## src/rtl/router_egress_sched_if.sv

```systemverilog
// Shared 8-bit egress channel: byte plus packet tags, valid/ready handshake.
interface router_egress_sched_if;
  logic [7:0] egress_data;
  logic       egress_valid;
  logic       egress_ready;
  logic       egress_sop;
  logic       egress_eop;
  logic [1:0] egress_port;

  modport master (
    output egress_data, egress_valid, egress_sop, egress_eop, egress_port,
    input  egress_ready
  );

  modport slave (
    input  egress_data, egress_valid, egress_sop, egress_eop, egress_port,
    output egress_ready
  );
endinterface

```

## src/rtl/router_egress_sched.sv

```systemverilog
// Round-robin packet-atomic scheduler from three router FIFOs onto one egress channel.
// Header reaches egress two cycles after vld_out; reads stall on skid-buffer credit when egress_ready is low.
module router_egress_sched (
  input  logic       clock,
  input  logic       reset,
  input  logic       vld_out_0,
  input  logic       vld_out_1,
  input  logic       vld_out_2,
  input  logic [7:0] data_out_0,
  input  logic [7:0] data_out_1,
  input  logic [7:0] data_out_2,
  output logic       read_enb_0,
  output logic       read_enb_1,
  output logic       read_enb_2,
  router_egress_sched_if.master eg,
  output logic       hdr_err
);

  typedef struct packed {
    logic [7:0] data;
    logic       sop;
    logic       eop;
    logic [1:0] port;
  } skid_ent_t;

  localparam logic [2:0] S_IDLE  = 3'd0;
  localparam logic [2:0] S_HDR   = 3'd1;
  localparam logic [2:0] S_HWAIT = 3'd2;
  localparam logic [2:0] S_BODY  = 3'd3;
  localparam logic [2:0] S_DRAIN = 3'd4;

  logic [2:0] state;
  logic [1:0] grant;
  logic [1:0] rr_ptr;
  logic [6:0] rem;

  skid_ent_t  mem [2];
  logic       rd_ptr;
  logic       wr_ptr;
  logic [1:0] count;
  logic       inflight;
  logic       infl_sop;
  logic       infl_eop;

  logic       grant_vld;
  logic [7:0] grant_dat;
  logic [2:0] vld_vec;
  logic       any_vld;
  logic [1:0] next_grant;
  logic       can_read;
  logic       rd_issue;
  logic       push_mem;
  logic       pop_mem;
  logic       out_vld;
  skid_ent_t  in_ent;
  skid_ent_t  out_ent;

  assign vld_vec = {vld_out_2, vld_out_1, vld_out_0};
  assign any_vld = |vld_vec;

  always_comb begin
    grant_vld = vld_out_2;
    grant_dat = data_out_2;
    case (grant)
      2'd0: begin grant_vld = vld_out_0; grant_dat = data_out_0; end
      2'd1: begin grant_vld = vld_out_1; grant_dat = data_out_1; end
      default: begin grant_vld = vld_out_2; grant_dat = data_out_2; end
    endcase
  end

  // first requesting port at or after rr_ptr, wrapping mod 3
  always_comb begin
    next_grant = rr_ptr;
    case (rr_ptr)
      2'd0:    next_grant = vld_vec[0] ? 2'd0 : (vld_vec[1] ? 2'd1 : 2'd2);
      2'd1:    next_grant = vld_vec[1] ? 2'd1 : (vld_vec[2] ? 2'd2 : 2'd0);
      default: next_grant = vld_vec[2] ? 2'd2 : (vld_vec[0] ? 2'd0 : 2'd1);
    endcase
  end

  // credit = 2 - occupancy - inflight must be positive
  assign can_read = (count == 2'd0) || ((count == 2'd1) && !inflight);
  assign rd_issue = ((state == S_HDR) || (state == S_BODY)) && grant_vld && can_read;

  assign read_enb_0 = rd_issue && (grant == 2'd0);
  assign read_enb_1 = rd_issue && (grant == 2'd1);
  assign read_enb_2 = rd_issue && (grant == 2'd2);

  assign hdr_err = (state == S_HWAIT) && (grant_dat[1:0] != grant);

  always_comb begin
    in_ent = '{data: grant_dat, sop: infl_sop, eop: infl_eop, port: grant};
  end

  // an empty buffer passes the landing byte straight through
  always_comb begin
    out_ent = mem[rd_ptr];
    if ((count == 2'd0) && inflight) begin
      out_ent = in_ent;
    end
  end

  assign out_vld         = (count != 2'd0) || inflight;
  assign eg.egress_valid = out_vld;
  assign eg.egress_data  = out_ent.data;
  assign eg.egress_sop   = out_vld && out_ent.sop;
  assign eg.egress_eop   = out_vld && out_ent.eop;
  assign eg.egress_port  = out_ent.port;

  assign push_mem = inflight && !((count == 2'd0) && eg.egress_ready);
  assign pop_mem  = (count != 2'd0) && eg.egress_ready;

  always_ff @(posedge clock) begin
    if (reset) begin
      state    <= S_IDLE;
      grant    <= 2'd0;
      rr_ptr   <= 2'd0;
      rem      <= 7'd0;
      inflight <= 1'b0;
      infl_sop <= 1'b0;
      infl_eop <= 1'b0;
      count    <= 2'd0;
      rd_ptr   <= 1'b0;
      wr_ptr   <= 1'b0;
      for (int i = 0; i < 2; i++) begin
        mem[i] <= '0;
      end
    end else begin
      inflight <= rd_issue;
      infl_sop <= (state == S_HDR);
      infl_eop <= (state == S_BODY) && (rem == 7'd1);

      if (push_mem) begin
        mem[wr_ptr] <= in_ent;
        wr_ptr      <= ~wr_ptr;
      end
      if (pop_mem) begin
        rd_ptr <= ~rd_ptr;
      end
      count <= count + {1'b0, push_mem} - {1'b0, pop_mem};

      case (state)
        S_IDLE: begin
          if (any_vld) begin
            grant <= next_grant;
            state <= S_HDR;
          end
        end
        S_HDR: begin
          if (rd_issue) begin
            state <= S_HWAIT;
          end
        end
        S_HWAIT: begin
          rem   <= {1'b0, grant_dat[7:2]} + 7'd1;
          state <= S_BODY;
        end
        S_BODY: begin
          if (rd_issue) begin
            rem <= rem - 7'd1;
            if (rem == 7'd1) begin
              state <= S_DRAIN;
            end
          end
        end
        S_DRAIN: begin
          if ((count == 2'd0) && !inflight) begin
            rr_ptr <= (grant == 2'd2) ? 2'd0 : grant + 2'd1;
            state  <= S_IDLE;
          end
        end
        default: state <= S_IDLE;
      endcase
    end
  end

endmodule

```

## src/flat_wrapper.sv

```systemverilog
// flat-port wrapper written by rule: the top's interface ports become plain ports
module router_egress_sched_flat 
  (clock, reset, vld_out_0, vld_out_1, vld_out_2, data_out_0, data_out_1, data_out_2, read_enb_0, read_enb_1, read_enb_2, hdr_err, eg_egress_data, eg_egress_valid, eg_egress_sop, eg_egress_eop, eg_egress_port, eg_egress_ready);
  router_egress_sched_if eg_i ();
  input  logic clock;
  input  logic reset;
  input  logic vld_out_0;
  input  logic vld_out_1;
  input  logic vld_out_2;
  input  logic [7:0] data_out_0;
  input  logic [7:0] data_out_1;
  input  logic [7:0] data_out_2;
  output logic read_enb_0;
  output logic read_enb_1;
  output logic read_enb_2;
  output logic hdr_err;
  output wire logic [$bits(eg_i.egress_data)-1:0] eg_egress_data;
  output wire logic [$bits(eg_i.egress_valid)-1:0] eg_egress_valid;
  output wire logic [$bits(eg_i.egress_sop)-1:0] eg_egress_sop;
  output wire logic [$bits(eg_i.egress_eop)-1:0] eg_egress_eop;
  output wire logic [$bits(eg_i.egress_port)-1:0] eg_egress_port;
  input wire logic [$bits(eg_i.egress_ready)-1:0] eg_egress_ready;
  assign eg_egress_data = eg_i.egress_data;
  assign eg_egress_valid = eg_i.egress_valid;
  assign eg_egress_sop = eg_i.egress_sop;
  assign eg_egress_eop = eg_i.egress_eop;
  assign eg_egress_port = eg_i.egress_port;
  assign eg_i.egress_ready = eg_egress_ready;
  router_egress_sched u_core (.clock(clock), .reset(reset), .vld_out_0(vld_out_0), .vld_out_1(vld_out_1), .vld_out_2(vld_out_2), .data_out_0(data_out_0), .data_out_1(data_out_1), .data_out_2(data_out_2), .read_enb_0(read_enb_0), .read_enb_1(read_enb_1), .read_enb_2(read_enb_2), .eg(eg_i), .hdr_err(hdr_err));
endmodule
```

## config.mk

```make
export PLATFORM = sky130hd
export DESIGN_NAME = router_egress_sched_flat
export DESIGN_NICKNAME = d
export VERILOG_FILES = /design/src/rtl/router_egress_sched_if.sv /design/src/rtl/router_egress_sched.sv /design/src/flat_wrapper.sv
export SDC_FILE = /design/constraint.sdc
export NUM_CORES = 1
export LEC_CHECK = 0
export ABC_AREA = 1
export ABC_CLOCK_PERIOD_IN_PS = 4100
export CAP_MARGIN = 20
export CORE_MARGIN = 4
export CORE_UTILIZATION = 25
export CTS_BUF_LIST = sky130_fd_sc_hd__clkbuf_16
export DETAILED_ROUTE_END_ITERATION = 10
export PLACE_DENSITY_LB_ADDON = 0.3
export SLEW_MARGIN = 20
export SYNTH_ARGS = -nofsm -noshare
export SYNTH_HDL_FRONTEND = slang
export SYNTH_SLANG_ARGS = --single-unit
```

## constraint.sdc

```tcl
create_clock -name clock -period 4.1 [get_ports clock]
set_input_delay 0.41 -clock clock [delete_from_list [all_inputs] [get_ports clock]]
set_output_delay 0.41 -clock clock [all_outputs]
set_load 0.02 [all_outputs]
```

# --- Word-level counts from Yosys, hierarchy flattened ---
# Memories as Yosys holds them, arrays and structs flattened. A register that Yosys moved wholly into a read port is not among the register bits.
# Index checks and enable logic that the tools add are counted.
word_totals:
  register_bits: 21
  mem_bits_rw: 24
  mem_count: 1
op_classes:
  addsub: 5
  n_eq_ne: 15
  muxes: 29
  bitwise_logic: 2
  reduce_logical: 32
memory_table:
  columns: ["name", "depth", "width", "rd", "rd_clocked_by_memory_dff", "wr", "line", "source"]
  rows:
  - ["u_core.mem", 2, 12, 1, 1, 2, "router_egress_sched.sv:37", "skid_ent_t mem [2];"]
op_table:
  columns: ["op", "count"]
  rows:
  - ["12-bit two-way mux", 2]
  - ["8-bit one-hot mux with 2 select lines", 1]
  - ["1-bit logical AND", 15]
  - ["3-bit two-way mux", 5]
  - ["3-bit one-hot mux with 5 select lines", 1]
  - ["7-bit one-hot mux with 2 select lines", 1]
  - ["2-bit two-way mux", 6]
  - ["12-bit OR reduction", 1]
  - ["1-bit two-way mux", 10]
  - ["2-bit by 1-bit inequality test with 1-bit output, second input constant", 4]
  - ["6-bit by 1-bit adder with 7-bit output, second input constant", 1]
  - ["7-bit by 1-bit == test with 1-bit output, second input constant", 1]
  - ["7-bit two-way mux", 1]
  - ["7-bit by 1-bit subtractor with 7-bit output, second input constant", 1]
  - ["2-bit by 1-bit == test with 1-bit output, second input constant", 3]
  - ["3-bit by 2-bit == test with 1-bit output, second input constant", 2]
  - ["2-bit zero test", 3]
  - ["2-bit AND reduction", 3]
  - ["5-bit AND reduction", 1]
  - ["2-bit one-hot mux with 2 select lines", 1]
  - ["2-bit nonzero test", 2]
  - ["3-bit by 1-bit == test with 1-bit output, second input constant", 1]
  - ["3-bit == test, second input constant", 1]
  - ["3-bit zero test", 1]
  - ["other kinds (11)", 15]

# --- Logic depth before layout (Yosys ltp) ---
depth:
  ltp_word: 9
  depth_mapped: 13
  ltp_nobuf: 12

# --- Least setup slack after synthesis ---
# No wires, ideal clock.
synth_timing:
  path_type: "register -> output"
  start: "register u_core.grant[1]"
  end: "output port eg_egress_data[2]"
  arrival_time_ns: 1.442
  t_required_ns: 3.690
  path_slack_ns: 2.248
  stages_incl_launch_ff: 9
  n_path_buf: 2
  cell_sequence: "dfxtp_1 -> buf_6 -> inv_4 -> buf_12 -> nand2_4 -> nor2_2 -> nor2_4 -> inv_1 -> o21ai_0"
synth_via:
  elab_chain_cells: 3
  elab_cells_between_ends: 4
synth_rtl:
  columns: ["element", "line", "source"]
  rows:
  - ["start, declared", "router_egress_sched.sv:33", "logic [1:0] grant;"]
  - ["start signal, assigned", "router_egress_sched.sv:145", "grant <= next_grant;"]
  - ["2-bit by 1-bit == test with 1-bit output or 2-bit zero test (tied branches)", "router_egress_sched.sv:64", "case (grant)"]
  - ["8-bit one-hot mux with 2 select lines (*)", "router_egress_sched.sv:64", null]
  - ["named net u_core.grant_dat[2]", "router_egress_sched.sv:46", "logic [7:0] grant_dat;"]
  - ["12-bit two-way mux (*)", "router_egress_sched.sv:98", "if ((count == 2'd0) && inflight) begin"]
  - ["end, declared", "flat_wrapper.sv:17", "output wire logic [$bits(eg_i.egress_data)-1:0] eg_egress_data;"]
# The timed path passes the listed nets; every way through them passes the cells marked *.

# --- Final worst setup path ---
# Ends and elaborated chain as after synthesis.

==> flow_summary.toml <==
[status]
status = "finished clean"

[power]
p_leak_nw = 1.524
peakVddDrop_mv = 0.3251
power_w = 0.002344
powerDensity_mw_per_mm2 = 668.8

[floorplanning]
ios = 47
die_area_sq_mm = 0.01296
rows = 38
initial_core_util_pct = 25.73
coreArea_sq_mm = 0.01089
dieWidth_um = 113.9
die_h_um = 113.9

[placed_design]
dpl.hpwl_um = 5306
placed_cell_area_sq_mm = 0.003362
dp.cells = 539
io_buffers = 46
gp_congestion = 0.8108

[sta]
rsz0062_at_grt = "no"
period_needed_ns = 2.878
slew_headroom_pct = 53.26
fmax_mhz = 347.4
tightest_slew_ns = 0.6994
fin_crit_sh_pct = 70.20
finalSetupViolations = 0
drv_slew = 0
setup_tns_ns = 0
finalHoldViolCount = 0
fin_skew_ns = 0.004080

[clock_network]
clk_pin_slew_ns = 0.07
cts_tree = "yes"
cts_resized = 0
clockRootBuffer = "clkbuf_16"
hold_buffers = 0
clock_latency_ns = 0.29
cts_sinks = 46
htreeDepth = 2
cts.path.max_buffers = 2
postCtsSetupRepairBufs = 0
cts_buffers = 5

[worst_setup_path]
start_kind = "flop"
critPathTopFamily = "buffers and inverters"
cp_num_buf_inv = 3
critical_path_required_ns = 3.69
critPathCaptureType = "output port"
timing.rr.end = "u_core.mem[1][11]$_SDFFCE_PN0P_"
cp_num_cells = 7
r2r_cells = 6
path_class = "flop to output port"
cp.arrival_ns = 2.47
critPathSlowestCell = "dfxtp_1"
critPathMaxFanout = 12
reg2reg_slack_ns = 1.87
worst_path_largest_cell_delay_ns = 0.69
reg2reg_from = "u_core.count[1]$_SDFF_PP0_"
cp_cell_sequence = "inv_4 -> nand2_4 -> nor2_2 -> nor2_4 -> inv_1 -> o21ai_0 -> clkdlybuf4s50_1"

[routing]
drt_iter0_markers = 145
drc = 0
vias_per_cell = 4.459
wl_per_cell_um = 12.80
vias = 2439
wl_um = 7003
drt-pass1-iter-count = 4
antenna_left = 0

[hold_path]
hold_path_class = "flop to flop"
min_from = "u_core.count[1]$_SDFF_PP0_"
min_path_cells = 1
hold_end = "u_core.count[1]$_SDFF_PP0_"

[synthesis]
synthesis.area_sq_mm = 0.002801
netlist_instances = 363
avgSynthCellArea_sq_um = 7.717
synth-edff-count = 24
synthArstFlopShare_pct = 0
yosys_warnings = 0
synth_area_leaders = "edfxtp_1, dfxtp_1, nand2_1"
synth_seq_cells = 46
synth_nets = 398
yosysTopAreaCell = "edfxtp_1"
synth.distinct_cells = 42
ys.flop_type = "edfxtp_1"
yosysSeqAreaShare_pct = 41.45
synthTopCellsByCount = "nand2_1, nor2_1, inv_1, o21ai_0, edfxtp_1"
synth_top_area_share_pct = 25.73

[layout]
fin_cells = 547
antenna_cells = 0
num-fill-cells = 1165
nNetsFinal = 441
final_area_sq_mm = 0.003505
area_growth_pct = 25.10
drive_above_1_share_pct = 10.57

[flow_run]
cap_violations = 0

[grt]
grt_overflow = 0
antenna_found_initial = 0
grt_start_max_net_pins = 24
grt_use_total_pct = 11.08
grt_pass1_wl_um = 11550
grt_pass1_vias = 2382
state kept, by name, summed over array words and instances, names as in the netlist, named ones only:
register         flops
u_core.grant         2
u_core.wr_ptr        1
u_core.rd_ptr        1
u_core.rr_ptr        2
u_core.rem           7
u_core.infl_eop      1
u_core.mem          24
u_core.infl_sop      1
u_core.count         2
u_core.inflight      1
u_core.state         3
report_power, final:
group	switching [W]	internal, W	total [W]
clock	0.000182	0.000224	0.000406
combinational	0.000776	0.000479	0.00126
sequential	0.000109	0.000573	0.000683
how the worst max path moves through the flow:
stage,endpoint,slack (ns),startpoint
6_report,eg_egress_data[2],1.22,u_core.grant[1]$_SDFFE_PP0P_
5_1_grt,eg_egress_data[2],1.06,u_core.grant[1]$_SDFFE_PP0P_
4_1_cts,eg_egress_data[2],1.19,u_core.grant[1]$_SDFFE_PP0P_
3_5_place_dp,u_core.mem[1][0]$_SDFFCE_PN0P_,1.38,eg_egress_ready
3_3_place_gp,u_core.mem[1][0]$_SDFFCE_PN0P_,1.44,eg_egress_ready
2_1_floorplan,eg_egress_data[2],2.25,u_core.grant[1]$_SDFFE_PP0P_
routing by layer:
metal	share of wire, %	global-route usage [%]
met5	0	0
met4	1.0	2.930
met3	4.3	2.334
met2	46	17.79
met1	49	15.20
cell families after synthesis:
group	synth area share [%]
adders and majority gates	2.233
DFF	41.45
xor gates and xnor gates	0.6254
and+or+nand+nor	28.00
buffers and inverters	10.76
AOI/OAI and AO/OA	13.80
muxes	3.126
cells in the final DEF (no fill, tap or decap), drive strengths merged, types with 2 or more instances in the layout:
cell type	Yosys	final
nor2	68	68
nand2	67	67
inv	56	57
clkdlybuf4s50	0	46
o21ai	34	34
edfxtp	24	24
dfxtp	22	22
a21oi	21	21
nand3	21	21
mux2	6	6
ha	5	5
clkbuf	2	5
nor3	4	4
o211ai	3	3
nand4	3	3
o21bai	3	3
nand3b	3	3
clkinv	1	3
o22ai	2	2
mux2i	2	2
xor2	2	2
or2	2	2
final cells by class:
class / instances / area, sq um / area share (%)
tap: 140 / 175.2 / 4.998
timing repair buffer: 47 / 467.9 / 13.35
inverter: 57 / 219.0 / 6.248
sequential: 46 / 1161 / 33.13
clock inverter: 3 / 17.52 / 0.4998
clock buffer: 5 / 125.1 / 3.570
multi-input combinational: 249 / 1339 / 38.20
metrics by stage:
stage                     hold WS, ns  util, %  setup WS (ns)
final                          0.4502    32.19          1.222
after global placement         0.4349    30.88          1.442
after detailed placement       0.4389    30.88          1.377
after CTS                      0.4483    32.19          1.186
after global routing           0.4789    32.19          1.056
after floorplan                0.4233        -          2.248
Power figures use the tool's default switching activity.
